[src/rtl/vga_pkg.sv]
// vga_pkg: shared timing defaults and pixel types for the VGA transmitter.
//   DEF_*        : 640x480 @ 60 Hz timing defaults (pixels / lines)
//   H_TOT/V_TOT  : total pixels per line / lines per frame for the defaults
//   H_VIS_START  : first visible h_cnt value; V_VIS_START: first visible v_cnt value
//   rgb444_t     : 12-bit {r[3:0], g[3:0], b[3:0]} pixel
//   bar_rgb()    : colour-bar pattern helper used by the optional test pattern
package vga_pkg;

  localparam int unsigned DEF_CLK_DIV = 4;
  localparam int unsigned DEF_H_SYNC  = 96;
  localparam int unsigned DEF_H_BP    = 48;
  localparam int unsigned DEF_H_ACT   = 640;
  localparam int unsigned DEF_H_FP    = 16;
  localparam int unsigned DEF_V_SYNC  = 2;
  localparam int unsigned DEF_V_BP    = 33;
  localparam int unsigned DEF_V_ACT   = 480;
  localparam int unsigned DEF_V_FP    = 10;

  localparam int unsigned H_TOT = DEF_H_SYNC + DEF_H_BP + DEF_H_ACT + DEF_H_FP;
  localparam int unsigned V_TOT = DEF_V_SYNC + DEF_V_BP + DEF_V_ACT + DEF_V_FP;

  localparam int unsigned H_VIS_START = DEF_H_SYNC + DEF_H_BP;
  localparam int unsigned V_VIS_START = DEF_V_SYNC + DEF_V_BP;

  typedef logic [11:0] rgb444_t;

  // Each bar bit saturates one colour channel.
  function automatic rgb444_t bar_rgb(input logic [2:0] bar);
    return {{4{bar[2]}}, {4{bar[1]}}, {4{bar[0]}}};
  endfunction

endpackage

[src/rtl/vga_tick_gen.sv]
// vga_tick_gen: pixel-tick divider.
//   clk  : system clock
//   rstn : asynchronous active-low reset
//   tick : high for one clk every CLK_DIV clks (on the clk where the divider wraps)
module vga_tick_gen #(
  parameter int unsigned CLK_DIV = 4
) (
  input  logic clk,
  input  logic rstn,
  output logic tick
);

  localparam int unsigned CW = (CLK_DIV > 1) ? $clog2(CLK_DIV) : 1;
  localparam logic [CW-1:0] DivMax = CW'(CLK_DIV - 1);

  logic [CW-1:0] div_q, div_d;

  always_comb begin
    div_d = (div_q == DivMax) ? '0 : div_q + 1'b1;
  end

  assign tick = (div_q == DivMax);

  always_ff @(posedge clk or negedge rstn) begin
    if (!rstn) begin
      div_q <= '0;
    end else begin
      div_q <= div_d;
    end
  end

endmodule

[src/rtl/vga_tx.sv]
// vga_tx: 640x480 VGA transmitter (sync generator, pixel address issuer, RGB stage).
//   clk, rstn          : system clock, asynchronous active-low reset
//   test_en            : colour-bar override (only with VGA_TX_TEST_PATTERN_EN defined)
//   vgac_in            : pixel {r,g,b} for the address issued one tick earlier
//   rdn                : low while row_addr/col_addr point at a visible pixel
//   row_addr, col_addr : visible pixel address (0 while blanked)
//   r, g, b            : colour out, forced to 0 while de=0
//   hs, vs             : active-low syncs, aligned with de and rgb
//   de                 : data enable
//   frame_start        : one-clk pulse when a frame's first pixel position is entered
// Optional feature macro: VGA_TX_TEST_PATTERN_EN.
module vga_tx
  import vga_pkg::*;
#(
  parameter int unsigned CLK_DIV = DEF_CLK_DIV,
  parameter int unsigned H_SYNC  = DEF_H_SYNC,
  parameter int unsigned H_BP    = DEF_H_BP,
  parameter int unsigned H_ACT   = DEF_H_ACT,
  parameter int unsigned H_FP    = DEF_H_FP,
  parameter int unsigned V_SYNC  = DEF_V_SYNC,
  parameter int unsigned V_BP    = DEF_V_BP,
  parameter int unsigned V_ACT   = DEF_V_ACT,
  parameter int unsigned V_FP    = DEF_V_FP
) (
  input  logic        clk,
  input  logic        rstn,
`ifdef VGA_TX_TEST_PATTERN_EN
  input  logic        test_en,
`endif
  input  logic [11:0] vgac_in,
  output logic        rdn,
  output logic [8:0]  row_addr,
  output logic [9:0]  col_addr,
  output logic [3:0]  r,
  output logic [3:0]  g,
  output logic [3:0]  b,
  output logic        hs,
  output logic        vs,
  output logic        de,
  output logic        frame_start
);

  localparam int unsigned HTot = H_SYNC + H_BP + H_ACT + H_FP;
  localparam int unsigned VTot = V_SYNC + V_BP + V_ACT + V_FP;
  // One extra count of headroom so the visible-end bound always fits.
  localparam int unsigned HW = $clog2(HTot + 1);
  localparam int unsigned VW = $clog2(VTot + 1);

  localparam logic [HW-1:0] HLast     = HW'(HTot - 1);
  localparam logic [HW-1:0] HSyncEnd  = HW'(H_SYNC);
  localparam logic [HW-1:0] HVisStart = HW'(H_SYNC + H_BP);
  localparam logic [HW-1:0] HVisEnd   = HW'(H_SYNC + H_BP + H_ACT);
  localparam logic [VW-1:0] VLast     = VW'(VTot - 1);
  localparam logic [VW-1:0] VSyncEnd  = VW'(V_SYNC);
  localparam logic [VW-1:0] VVisStart = VW'(V_SYNC + V_BP);
  localparam logic [VW-1:0] VVisEnd   = VW'(V_SYNC + V_BP + V_ACT);

  logic tick;

  vga_tick_gen #(
    .CLK_DIV(CLK_DIV)
  ) u_tick_gen (
    .clk (clk),
    .rstn(rstn),
    .tick(tick)
  );

  // Counters. run_q is clear after reset so that the first tick enters (0,0) as a
  // fresh frame start instead of stepping past it.
  logic [HW-1:0] h_cnt_q, h_cnt_d;
  logic [VW-1:0] v_cnt_q, v_cnt_d;
  logic          run_q, run_d;
  logic          fs_q, fs_d;

  always_comb begin
    h_cnt_d = h_cnt_q;
    v_cnt_d = v_cnt_q;
    run_d   = run_q;
    fs_d    = 1'b0;
    if (tick) begin
      if (!run_q) begin
        run_d   = 1'b1;
        h_cnt_d = '0;
        v_cnt_d = '0;
        fs_d    = 1'b1;
      end else if (h_cnt_q == HLast) begin
        h_cnt_d = '0;
        if (v_cnt_q == VLast) begin
          v_cnt_d = '0;
          fs_d    = 1'b1;
        end else begin
          v_cnt_d = v_cnt_q + 1'b1;
        end
      end else begin
        h_cnt_d = h_cnt_q + 1'b1;
      end
    end
  end

  // Stage A: decoded from the position being entered, so it lines up with the counters.
  logic       rdn_q, rdn_d;
  logic [8:0] row_q, row_d;
  logic [9:0] col_q, col_d;
  logic       hs_a_q, hs_a_d;
  logic       vs_a_q, vs_a_d;
  logic       vis;

  always_comb begin
    vis    = (h_cnt_d >= HVisStart) && (h_cnt_d < HVisEnd) &&
             (v_cnt_d >= VVisStart) && (v_cnt_d < VVisEnd);
    rdn_d  = rdn_q;
    row_d  = row_q;
    col_d  = col_q;
    hs_a_d = hs_a_q;
    vs_a_d = vs_a_q;
    if (tick) begin
      rdn_d  = ~vis;
      col_d  = vis ? 10'(h_cnt_d - HVisStart) : '0;
      row_d  = vis ? 9'(v_cnt_d - VVisStart) : '0;
      hs_a_d = (h_cnt_d >= HSyncEnd);
      vs_a_d = (v_cnt_d >= VSyncEnd);
    end
  end

  // Stage B: captures the pixel returned for the stage-A address.
  rgb444_t src_rgb;
  rgb444_t rgb_q, rgb_d;
  logic    de_q, de_d;
  logic    hs_q, hs_d;
  logic    vs_q, vs_d;

`ifdef VGA_TX_TEST_PATTERN_EN
  assign src_rgb = test_en ? bar_rgb(col_q[9:7]) : vgac_in;
`else
  assign src_rgb = vgac_in;
`endif

  always_comb begin
    rgb_d = rgb_q;
    de_d  = de_q;
    hs_d  = hs_q;
    vs_d  = vs_q;
    if (tick) begin
      rgb_d = rdn_q ? '0 : src_rgb;
      de_d  = ~rdn_q;
      hs_d  = hs_a_q;
      vs_d  = vs_a_q;
    end
  end

  always_ff @(posedge clk or negedge rstn) begin
    if (!rstn) begin
      h_cnt_q <= '0;
      v_cnt_q <= '0;
      run_q   <= 1'b0;
      fs_q    <= 1'b0;
      rdn_q   <= 1'b1;
      row_q   <= '0;
      col_q   <= '0;
      hs_a_q  <= 1'b0;
      vs_a_q  <= 1'b0;
      rgb_q   <= '0;
      de_q    <= 1'b0;
      hs_q    <= 1'b0;
      vs_q    <= 1'b0;
    end else begin
      h_cnt_q <= h_cnt_d;
      v_cnt_q <= v_cnt_d;
      run_q   <= run_d;
      fs_q    <= fs_d;
      rdn_q   <= rdn_d;
      row_q   <= row_d;
      col_q   <= col_d;
      hs_a_q  <= hs_a_d;
      vs_a_q  <= vs_a_d;
      rgb_q   <= rgb_d;
      de_q    <= de_d;
      hs_q    <= hs_d;
      vs_q    <= vs_d;
    end
  end

  assign rdn         = rdn_q;
  assign row_addr    = row_q;
  assign col_addr    = col_q;
  assign r           = rgb_q[11:8];
  assign g           = rgb_q[7:4];
  assign b           = rgb_q[3:0];
  assign hs          = hs_q;
  assign vs          = vs_q;
  assign de          = de_q;
  assign frame_start = fs_q;

endmodule
[config.mk]
export PLATFORM = sky130hd
export DESIGN_NAME = vga_tx
export DESIGN_NICKNAME = d
export VERILOG_FILES = /design/src/rtl/vga_pkg.sv /design/src/rtl/vga_tick_gen.sv /design/src/rtl/vga_tx.sv
export SDC_FILE = /design/constraint.sdc
export NUM_CORES = 1
export LEC_CHECK = 0
export ABC_AREA = 1
export CAP_MARGIN = 20
export CORE_UTILIZATION = 50
export CTS_CLUSTER_SIZE = 14
export DETAILED_ROUTE_END_ITERATION = 6
export PLACE_DENSITY = 0.74
export SLEW_MARGIN = 20
export SYNTH_ARGS = -nofsm -noshare
export SYNTH_HDL_FRONTEND = slang
export SYNTH_SLANG_ARGS = --single-unit
[constraint.sdc]
create_clock -name clk -period 7.8 [get_ports clk]
set_input_delay 1.17 -clock clk [delete_from_list [all_inputs] [get_ports clk]]
set_output_delay 1.17 -clock clk [all_outputs]
set_load 0.03 [all_outputs]
Yosys cells after proc, flatten, opt, wreduce, memory -nomap -nowiden
Index checks and enable logic that the tools add are counted.
{ "totals": {"reg_bits": 61, "in_bits": 14, "output_inout_bits": 36} }
{ "classes": {"n_addsub": 5, "order_cmp": 6, "n_eq_ne": 3, "muxes": 15, "bitwise_logic": 2, "n_reduce_logical": 3} }
{ "ops": {"columns": ["cell", "n"], "rows": [
  ["10-bit two-way mux", 8],
  ["10-bit by 1-bit adder with 10-bit output, second input constant", 2],
  ["10-bit equality test, second input constant", 2],
  ["10-bit < comparator, second input constant", 2],
  ["12-bit two-way mux", 1],
  ["10-bit by 2-bit >= comparator with 1-bit output, second input constant", 1],
  ["10-bit by 6-bit >= comparator with 1-bit output, second input constant", 1],
  ["10-bit by 7-bit >= comparator with 1-bit output, second input constant", 1],
  ["10-bit by 8-bit >= comparator with 1-bit output, second input constant", 1],
  ["10-bit by 8-bit subtractor with 10-bit output, second input constant", 1],
  ["9-bit two-way mux", 1],
  ["9-bit by 6-bit subtractor with 9-bit output, second input constant", 1],
  ["1-bit two-way mux", 4],
  ["1-bit logical AND", 3],
  ["2-bit by 1-bit adder with 2-bit output, second input constant", 1],
  ["2-bit equality test, second input constant", 1],
  ["2-bit two-way mux", 1],
  ["1-bit NOT", 2]
]} }

Depth between registers and ports, before layout
Gate-level depths: netlist (run 1).
{ "logic_depth": {"ltp_word": 9, "depth_mapped": 21} }

Cells and area by module
A second synthesis (run 1) with hierarchy kept.
{ "unflattened": {"hier_cells": 425, "area_unflattened_um2": 3532.1} }
{ "modules_own_cells": {"columns": ["mod", "instances", "cells_per_inst", "area_per_inst_um2", "seq_area_each_um2"], "rows": [
  ["vga_tx", 1, 421, 3465.8, 1477.7],
  ["vga_tick_gen", 1, 4, 66.3, 50.0]
]} }

Least setup slack after synthesis (run 1)
OpenSTA, ideal clock, no wires.
{ "synth_path": {"path_type": "reg2reg", "startpoint": "reg h_cnt_q[0]", "endpoint": "reg row_q[0], in the netlist row_addr[0]", "setup_time_ns": 0.117, "arrival_ns": 2.340, "t_required_ns": 7.683, "path_slack_ns": 5.343, "stages_incl_launch_ff": 19, "n_path_buf": 1, "period_less_slack_ns": 2.457, "path_cell_list": "dfrtp_1 -> ha_1 -> nand2_2 -> nor2_8 -> nand3_4 -> nand2_4 -> nand3_4 -> nand2_1 -> inv_1 -> ha_1 -> inv_1 -> nand2_4 -> o21ai_2 -> nand2_2 -> nand3_4 -> nor2_8 -> buf_12 -> nand3_2 -> nand2_1"} }
{ "synth_rtl": {"columns": ["item", "line", "source"], "rows": [
  ["from (decl)", "vga_tx.sv:70", "logic [HW-1:0] h_cnt_q, h_cnt_d;"],
  ["from (signal assigned)", "vga_tx.sv:167", "h_cnt_q <= h_cnt_d;"],
  ["10-bit equality test (*)", "vga_tx.sv:86", "end else if (h_cnt_q == HLast) begin"],
  ["10-bit two-way mux (*)", "vga_tx.sv:86", null],
  ["10-bit two-way mux (*)", "vga_tx.sv:81", "if (!run_q) begin"],
  ["10-bit two-way mux (*)", "vga_tx.sv:80", "if (tick) begin"],
  ["named net v_cnt_d[0]", "vga_tx.sv:71", "logic [VW-1:0] v_cnt_q, v_cnt_d;"],
  ["10-bit by 6-bit >= comparator with 1-bit output", "vga_tx.sv:110", "(v_cnt_d >= VVisStart) && (v_cnt_d < VVisEnd);"],
  ["1-bit logical AND", "vga_tx.sv:109", "vis = (h_cnt_d >= HVisStart) && (h_cnt_d < HVisEnd) &&"],
  ["1-bit logical AND", "vga_tx.sv:110", null],
  ["9-bit two-way mux (*)", "vga_tx.sv:119", "row_d = vis ? 9'(v_cnt_d - VVisStart) : '0;"],
  ["to (signal assigned)", "vga_tx.sv:172", "row_q <= row_d;"],
  ["to (decl)", "vga_tx.sv:102", "logic [8:0] row_q, row_d;"]
]} }
Mark *: on every way through the listed nets, which the timed path passes. The rest lies on a longest branch.
A chain may end at the register's enable or synchronous reset.

Worst setup path after layout (run 1)
{ "layout_path": {"startpoint": "reg u_tick_gen.div_q[0]", "endpoint": "reg row_q[4], in the netlist row_addr[4]"} }
{ "layout_rtl": {"columns": ["item", "line", "source"], "rows": [
  ["from (decl)", "vga_tick_gen.sv:16", "logic [CW-1:0] div_q, div_d;"],
  ["from (signal assigned)", "vga_tick_gen.sv:28", "div_q <= div_d;"],
  ["2-bit equality test (*)", "vga_tick_gen.sv:22", "assign tick = (div_q == DivMax);"],
  ["10-bit two-way mux (*)", "vga_tx.sv:80", null],
  ["named net v_cnt_d[1]", "vga_tx.sv:71", null],
  ["10-bit by 6-bit >= comparator with 1-bit output", "vga_tx.sv:110", null],
  ["1-bit logical AND", "vga_tx.sv:109", null],
  ["1-bit logical AND", "vga_tx.sv:110", null],
  ["9-bit two-way mux (*)", "vga_tx.sv:119", null]
]} }
Marked as above.

==> results.cfg, run 1 <==
[global_routing]
globalRouteOverflowTotal = 0
grt_pass1_wl_microns = 13170
grt_antenna_before_repair = 0
track_usage_pct = 22.83
grt_max_degree = 62
grt_pass1_vias = 2767

[floorplanning]
start_util_pct = 52.11
die_h_microns = 86.62
io_pins = 50
fp.dieW_microns = 86.62
die_area_sq_mm = 0.007502
coreArea_sq_mm = 0.006869
fp-row-count = 30

[detailed_routing]
dr.pass1.iters = 4
wirelength_microns = 7780
vias = 2962
drt-initial-drc-count = 177
drc_errors = 0
wl_per_cell_microns = 13.16
antenna_left = 0
vias_per_cell = 5.012

[run_status]
status = finished clean

[yosys]
synth-compound-area-share_pct = 5.942
syn_area_per_cell_sq_um = 8.136
muxShareOfSynthArea_pct = 0
synth_common_cells = nand2_1, dfrtp_1, inv_1
yosys_warnings = 0
netlist_area_sq_mm = 0.003580
yosysTopAreaCellShare_pct = 41.94
synthSimpleGateAreaFrac_pct = 36.53
ys_seq_area_share_pct = 42.68
synth-xor-area-share_pct = 2.447
syn_nets = 463
synthDistinctLibCells = 33
synth_edf_count = 0
synth_most_common_cell = nand2_1
synth_area_leaders = dfrtp_1, nand2_1, inv_1
synthCells = 440
async_reset_ff_share_pct = 100.0
synth_top_family_by_area = simple AND/OR/NAND/NOR gates
ys_seq_elements = 61
synthFlopType = dfrtp_1
synth_area_leader_cell = dfrtp_1
synthAdderAreaFrac_pct = 3.146

[setup_path]
ff2ff_setup_slack_ns = 4.83
cp_cell_sequence = ha_1 -> inv_2 -> nor2_1 -> nand3_2 -> nand2_1 -> nand2_1 -> inv_1 -> ha_1 -> inv_1 -> nand2_4 -> nor2_4 -> nand2_2 -> nor2_4 -> nor2_4 -> nor2_8 -> nand3_2 -> nand2_1
critical_path_class = reg2reg
required_ns = 8.08
setup.worst_path.end_class = register
cp_max_fo = 46
crit_arrival_ns = 3.25
crit_path_start_kind = register
slowest_stage = inv_2
slowest_delay_ns = 0.55

[sta]
holdWs_ns = 0.4301
worstMarginPinSlew_ns = 0.7852
relSlewSlack_pct = 47.66
fin_crit_sh_pct = 38.02
setup_slack_ns = 4.835
finClkSkew_ns = 0.01337
drv_slew = 0
fmax_mhz = 337.2
finalSetupViolCount = 0
finalHoldViolCount = 0
fin_crit_ns = 2.965
fin_tns_setup_ns = 0
rsz0062_at_grt = no

[cells_and_area]
design_area_sq_mm = 0.004342
multiInputGateArea_sq_mm = 0.001720
layout-area-overhead-vs-synth_pct = 21.29
fin_nets = 513
fin_util_pct = 63.21
antenna_cells = 0
drive_gt1_share_pct = 15.76
seq_area_sq_mm = 0.001528
fill_cells = 565

[power_and_ir_drop]
p_switching_w = 0.0001318
intPower_w = 0.0005188
peakVddDrop_mv = 0.1177
sequentialPowerShare_pct = 48.6
comb_power_share_pct = 2.1
pwr-share-clk_pct = 49.3
p_sw_share_pct = 20.26
powerDensity_mw_per_mm2 = 149.9
p_leak_nw = 2.173

[clock_network]
clk_latency_ns = 0.34
cts-root-buf = clkbuf_8
cts_sinks = 61
postCtsSetupRepairBufs = 0
cts_resized = 0
cts_buffer_depth = 2
clkTransAtPathRegs_ns = 0.07
holdBufCountCts = 0
cts_buffers = 9
cts_tree = done
ctsHtreeMaxLevel = 3

[placed_design]
portBuffers = 49
place.detailed.hpwl_microns = 5496
routabilityCongestion = 0.8914
place_area_sq_mm = 0.004116
dp_slack_ns = 4.824

[min_path]
min_path_type = reg2reg

[job]
drv_cap = 0
## registers in the layout, indices dropped and copies added, names as in the netlist
signal,cells
rgb_q,12
col_addr,10
h_cnt_q,10
v_cnt_q,10
row_addr,9
u_tick_gen.div_q,2
de,1
frame_start,1
hs,1
hs_a_q,1
rdn,1
run_q,1
vs,1
vs_a_q,1
## power by group through the flow
| stage | Clock (W) | Sequential, W | Combinational, W |
|---|---|---|---|
| floorplan | 0 | 0.000322 | 0.000000949 |
| global placement | 0 | 0.000322 | 0.0000138 |
| detailed placement | 0 | 0.000322 | 0.0000139 |
| CTS | 0.000321 | 0.000316 | 0.0000139 |
| global route | 0.000336 | 0.000316 | 0.0000156 |
| finish | 0.000321 | 0.000316 | 0.0000134 |
## metrics by stage
step / power (W) / instances
5_1_grt: 0.0006672 / 591
2_1_floorplan: 0.0003233 / 440
4_1_cts: 0.0006513 / 591
3_3_place_gp: 0.0003360 / 575
3_5_place_dp: 0.0003361 / 575
6_report: 0.0006506 / 591
## cell families (layout without fill, tap and decap cells)
kind of cell / Yosys count / in the layout
AOI/OAI and AO/OA: 37 / 37
xor gates and xnor gates: 10 / 10
adders and majority gates: 9 / 9
buffers and inverters: 78 / 133
DFF: 61 / 61
and+or+nand+nor: 245 / 245
## worst max-delay path: cells and delay by family (launching register included)
family | cells | cell delay, ns
fa+ha+maj | 2 | 0.42
buf+inv | 3 | 0.72
flops | 1 | 0.38
simple gates | 12 | 1.37
## final cells by class
| cell class | count | area share (%) |
|---|---|---|
| multi-input combinational | 301 | 39.63 |
| sequential | 61 | 35.19 |
| timing repair buffer | 51 | 11.53 |
| inverter | 66 | 5.706 |
| clock buffer | 12 | 3.573 |
| tap | 96 | 2.767 |
| clock inverter | 4 | 1.614 |
## final timing paths
path	start	to	cells after the start
worst max-delay path	u_tick_gen.div_q[0]$_DFF_PN0_	row_addr[4]$_DFFE_PN0P_	17
worst min-delay path	u_tick_gen.div_q[0]$_DFF_PN0_	u_tick_gen.div_q[0]$_DFF_PN0_	1
worst max register to register	u_tick_gen.div_q[0]$_DFF_PN0_	row_addr[4]$_DFFE_PN0P_	17
worst min register to register	u_tick_gen.div_q[0]$_DFF_PN0_	u_tick_gen.div_q[0]$_DFF_PN0_	1
max in group asynchronous	rstn	rgb_q[6]$_DFFE_PN0P_	2
min in group asynchronous	rstn	v_cnt_q[4]$_DFF_PN0_	2
## routing by layer
metal / vias up / share of wire [%] / global-route usage (%)
met4: 0 / 2.1 / 9.697
met5: - / 0 / 0
li1: 1490 / - / -
met1: 1391 / 49 / 32.71
met3: 14 / 5.8 / 4.190
met2: 67 / 43 / 34.05
## placed cells by master (no fill, tap or decap), types with 3 or more instances in the layout
| cell | n |
|---|---|
| a21oi_1 | 4 |
| clkbuf_8 | 11 |
| clkdlybuf4s50_1 | 48 |
| dfrtp_1 | 60 |
| ha_1 | 9 |
| inv_1 | 57 |
| inv_2 | 9 |
| nand2_1 | 123 |
| nand2_2 | 7 |
| nand2_4 | 4 |
| nand3_1 | 29 |
| nand3_2 | 18 |
| nand3_4 | 3 |
| nand4_1 | 16 |
| nor2_1 | 28 |
| nor2_4 | 7 |
| o21ai_0 | 25 |
| o21bai_1 | 3 |
| or2_2 | 3 |
| xor2_1 | 9 |
No activity file was read; power rests on OpenSTA's default activity.
==> inputs of run 2 (changes only) <==
--- a/config.mk
+++ b/config.mk
@@ -10,7 +10,7 @@
 export CORE_UTILIZATION = 50
 export CTS_CLUSTER_SIZE = 14
 export DETAILED_ROUTE_END_ITERATION = 6
-export PLACE_DENSITY = 0.74
+export PLACE_DENSITY = 0.77
 export SLEW_MARGIN = 20
 export SYNTH_ARGS = -nofsm -noshare
 export SYNTH_HDL_FRONTEND = slang
==> constraint.sdc (replaced) <==
create_clock -name clk -period 2.5 [get_ports clk]
set_input_delay 0.375 -clock clk [delete_from_list [all_inputs] [get_ports clk]]
set_output_delay 0.375 -clock clk [all_outputs]
set_load 0.03 [all_outputs]
==> results.cfg, run 2 (same netlist as run 1, synthesis figures left out) <==
[floorplanning]
io_pins = 50
die_area_sq_mm = 0.007502
start_util_pct = 52.11
die_h_microns = 86.62
fp-row-count = 30
coreArea_sq_mm = 0.006869
fp.dieW_microns = 86.62

[detailed_routing]
wl_met1_microns = 4103
drt-initial-drc-count = 260
dr.pass1.iters = 5
route.top_layer_used = met4
drc_errors = 0
vias_per_cell = 5.097
wirelength_microns = 9289
wl_per_cell_microns = 14.58
detailroute.wirelength.met2_microns = 4640
wl_met3_microns = 387
vias = 3247
antenna_left = 0

[global_routing]
grt_pass1_wl_microns = 14600
grt_max_degree = 40
grt_antenna_before_repair = 0
track_usage_pct = 25.46
globalRouteOverflowTotal = 0
grt_pass1_vias = 3145

[cells_and_area]
fin_util_pct = 71.58
largest_register_ff_count = 12
antenna_cells = 0
final_cells = 637
fill_cells = 450
layout_common_cells = nand2_1, dfrtp_1, inv_1
fin_nets = 559
drive_gt1_share_pct = 29.39
layout-area-overhead-vs-synth_pct = 37.36
layout_commonest_cell = nand2_1
max_flop_register = rgb_q

[clock_network]
ctsHtreeMaxLevel = 3
cts_tree = done
cts_sinks = 61
clkTransAtPathRegs_ns = 0.08
holdBufCountCts = 0
clk_latency_ns = 0.34
cts_buffer_depth = 2
cts-root-buf = clkbuf_8
cts_buffers = 9

[setup_path]
setup.worst_path.end_class = register
crit_arrival_ns = 2.73
required_ns = 2.78
critical_path_class = reg2reg
crit_path_start_kind = register
cp_max_fo = 8

[sta]
setup_slack_ns = 0.04625
finClkSkew_ns = 0.009305
fin_crit_sh_pct = 98.15
fin_crit_ns = 2.454
worstMarginPinSlew_ns = 0.5777
finalSetupViolCount = 0
drv_slew = 0
rsz0062_at_grt = yes
fmax_mhz = 407.5
relSlewSlack_pct = 61.48
finalHoldViolCount = 0
fin_tns_setup_ns = 0

[power_and_ir_drop]
p_leak_nw = 2.400
p_sw_share_pct = 20.18
pwr-share-clk_pct = 51.4
powerDensity_mw_per_mm2 = 431.8
p_switching_w = 0.0004284
peakVddDrop_mv = 0.4044
sequentialPowerShare_pct = 46.5
p_total_w = 0.002124
comb_power_share_pct = 2.1
intPower_w = 0.001695

[placed_design]
dp_slack_ns = -0.1484
place.detailed.hpwl_microns = 6316
portBuffers = 49
place_inst = 609
routabilityCongestion = 0.8849

[job]
drv_cap = 0

[run_status]
status = finished clean

[min_path]
min_path_type = in2async
==> run 2: cell count changes in the layout (fill, tap and decap cells not counted), sizes merged <==
cell | before | now
buf | 3 | 49
clkinv | 2 | 1
clkbuf | 12 | 10
clkinvlp | 0 | 2
bufinv | 2 | 3
==> run 2: worst paths after layout <==
| check | to | from | slack [ns] | depth (start not counted) |
|---|---|---|---|---|
| worst max-delay path | col_addr[4]$_DFFE_PN0P_ | h_cnt_q[0]$_DFF_PN0_ | 0.05 | 16 |
| worst min-delay path | rgb_q[5]$_DFFE_PN0P_ | rstn | 0.03 | 1 |
| worst max register to register | col_addr[4]$_DFFE_PN0P_ | h_cnt_q[0]$_DFF_PN0_ | 0.05 | 16 |
| worst min register to register | hs$_DFFE_PN0P_ | hs$_DFFE_PN0P_ | 0.49 | 2 |
| max in group asynchronous | rdn$_DFFE_PN1P_ | rstn | 1.82 | 2 |
| min in group clk | hs$_DFFE_PN0P_ | hs$_DFFE_PN0P_ | 0.49 | 2 |
==> run 2: layer usage <==
metal | track usage [%] | vias up
li1 | - | 1580
met1 | 32.88 | 1563
met2 | 41.13 | 89
met3 | 6.190 | 15
met4 | 10.45 | 0
met5 | 0 | -
==> run 2: area by class of cell <==
class	instances	area [sq um]	area share (%)
inverter	66	247.7	5.038
sequential	61	1528	31.07
tap	96	120.1	2.443
clock buffer	10	137.6	2.799
clock inverter	6	110.1	2.239
multi-input combinational	301	1874	38.12
timing repair buffer	97	899.6	18.30
==> run 2: power groups by stage <==
stage          combinational, W  sequential (W)  clock (W)
2_1_floorplan        0.00000296         0.00101          0
6_report              0.0000448        0.000986    0.00109
5_1_grt               0.0000507        0.000986    0.00114
3_5_place_dp          0.0000462         0.00101          0
3_3_place_gp          0.0000454         0.00101          0
4_1_cts               0.0000462        0.000987    0.00110
==> run 2: stage by stage <==
| stage | hold slack [ns] | area (sq um) |
|---|---|---|
| floorplan | 0.07941 | 3580 |
| global placement | 0.4087 | 4397 |
| detailed placement | 0.4077 | 4397 |
| CTS | 0.03164 | 4688 |
| global route | 0.06268 | 4917 |
| finish | 0.03057 | 4917 |
==> run 2: what timing repair did <==
action                     CTS  global route
pin swaps                    1            26
hold endpoints to repair     0             0
setup buffers                2            10
gates resized for setup      4            46
setup endpoints to repair   20            20
==> run 2: worst max-delay path, stage by stage (launching register included) <==
cell	delay [ns]
dfrtp_1	0.36
ha_2	0.22
nand2_4	0.08
nor2_8	0.16
nand3_4	0.09
nand2_4	0.09
nand2_4	0.05
buf_4	0.16
nand2_4	0.09
ha_2	0.19
nand2_2	0.09
o211ai_4	0.24
nand3_4	0.12
nor2_8	0.13
buf_12	0.14
nand3_2	0.09
nand2_2	0.08
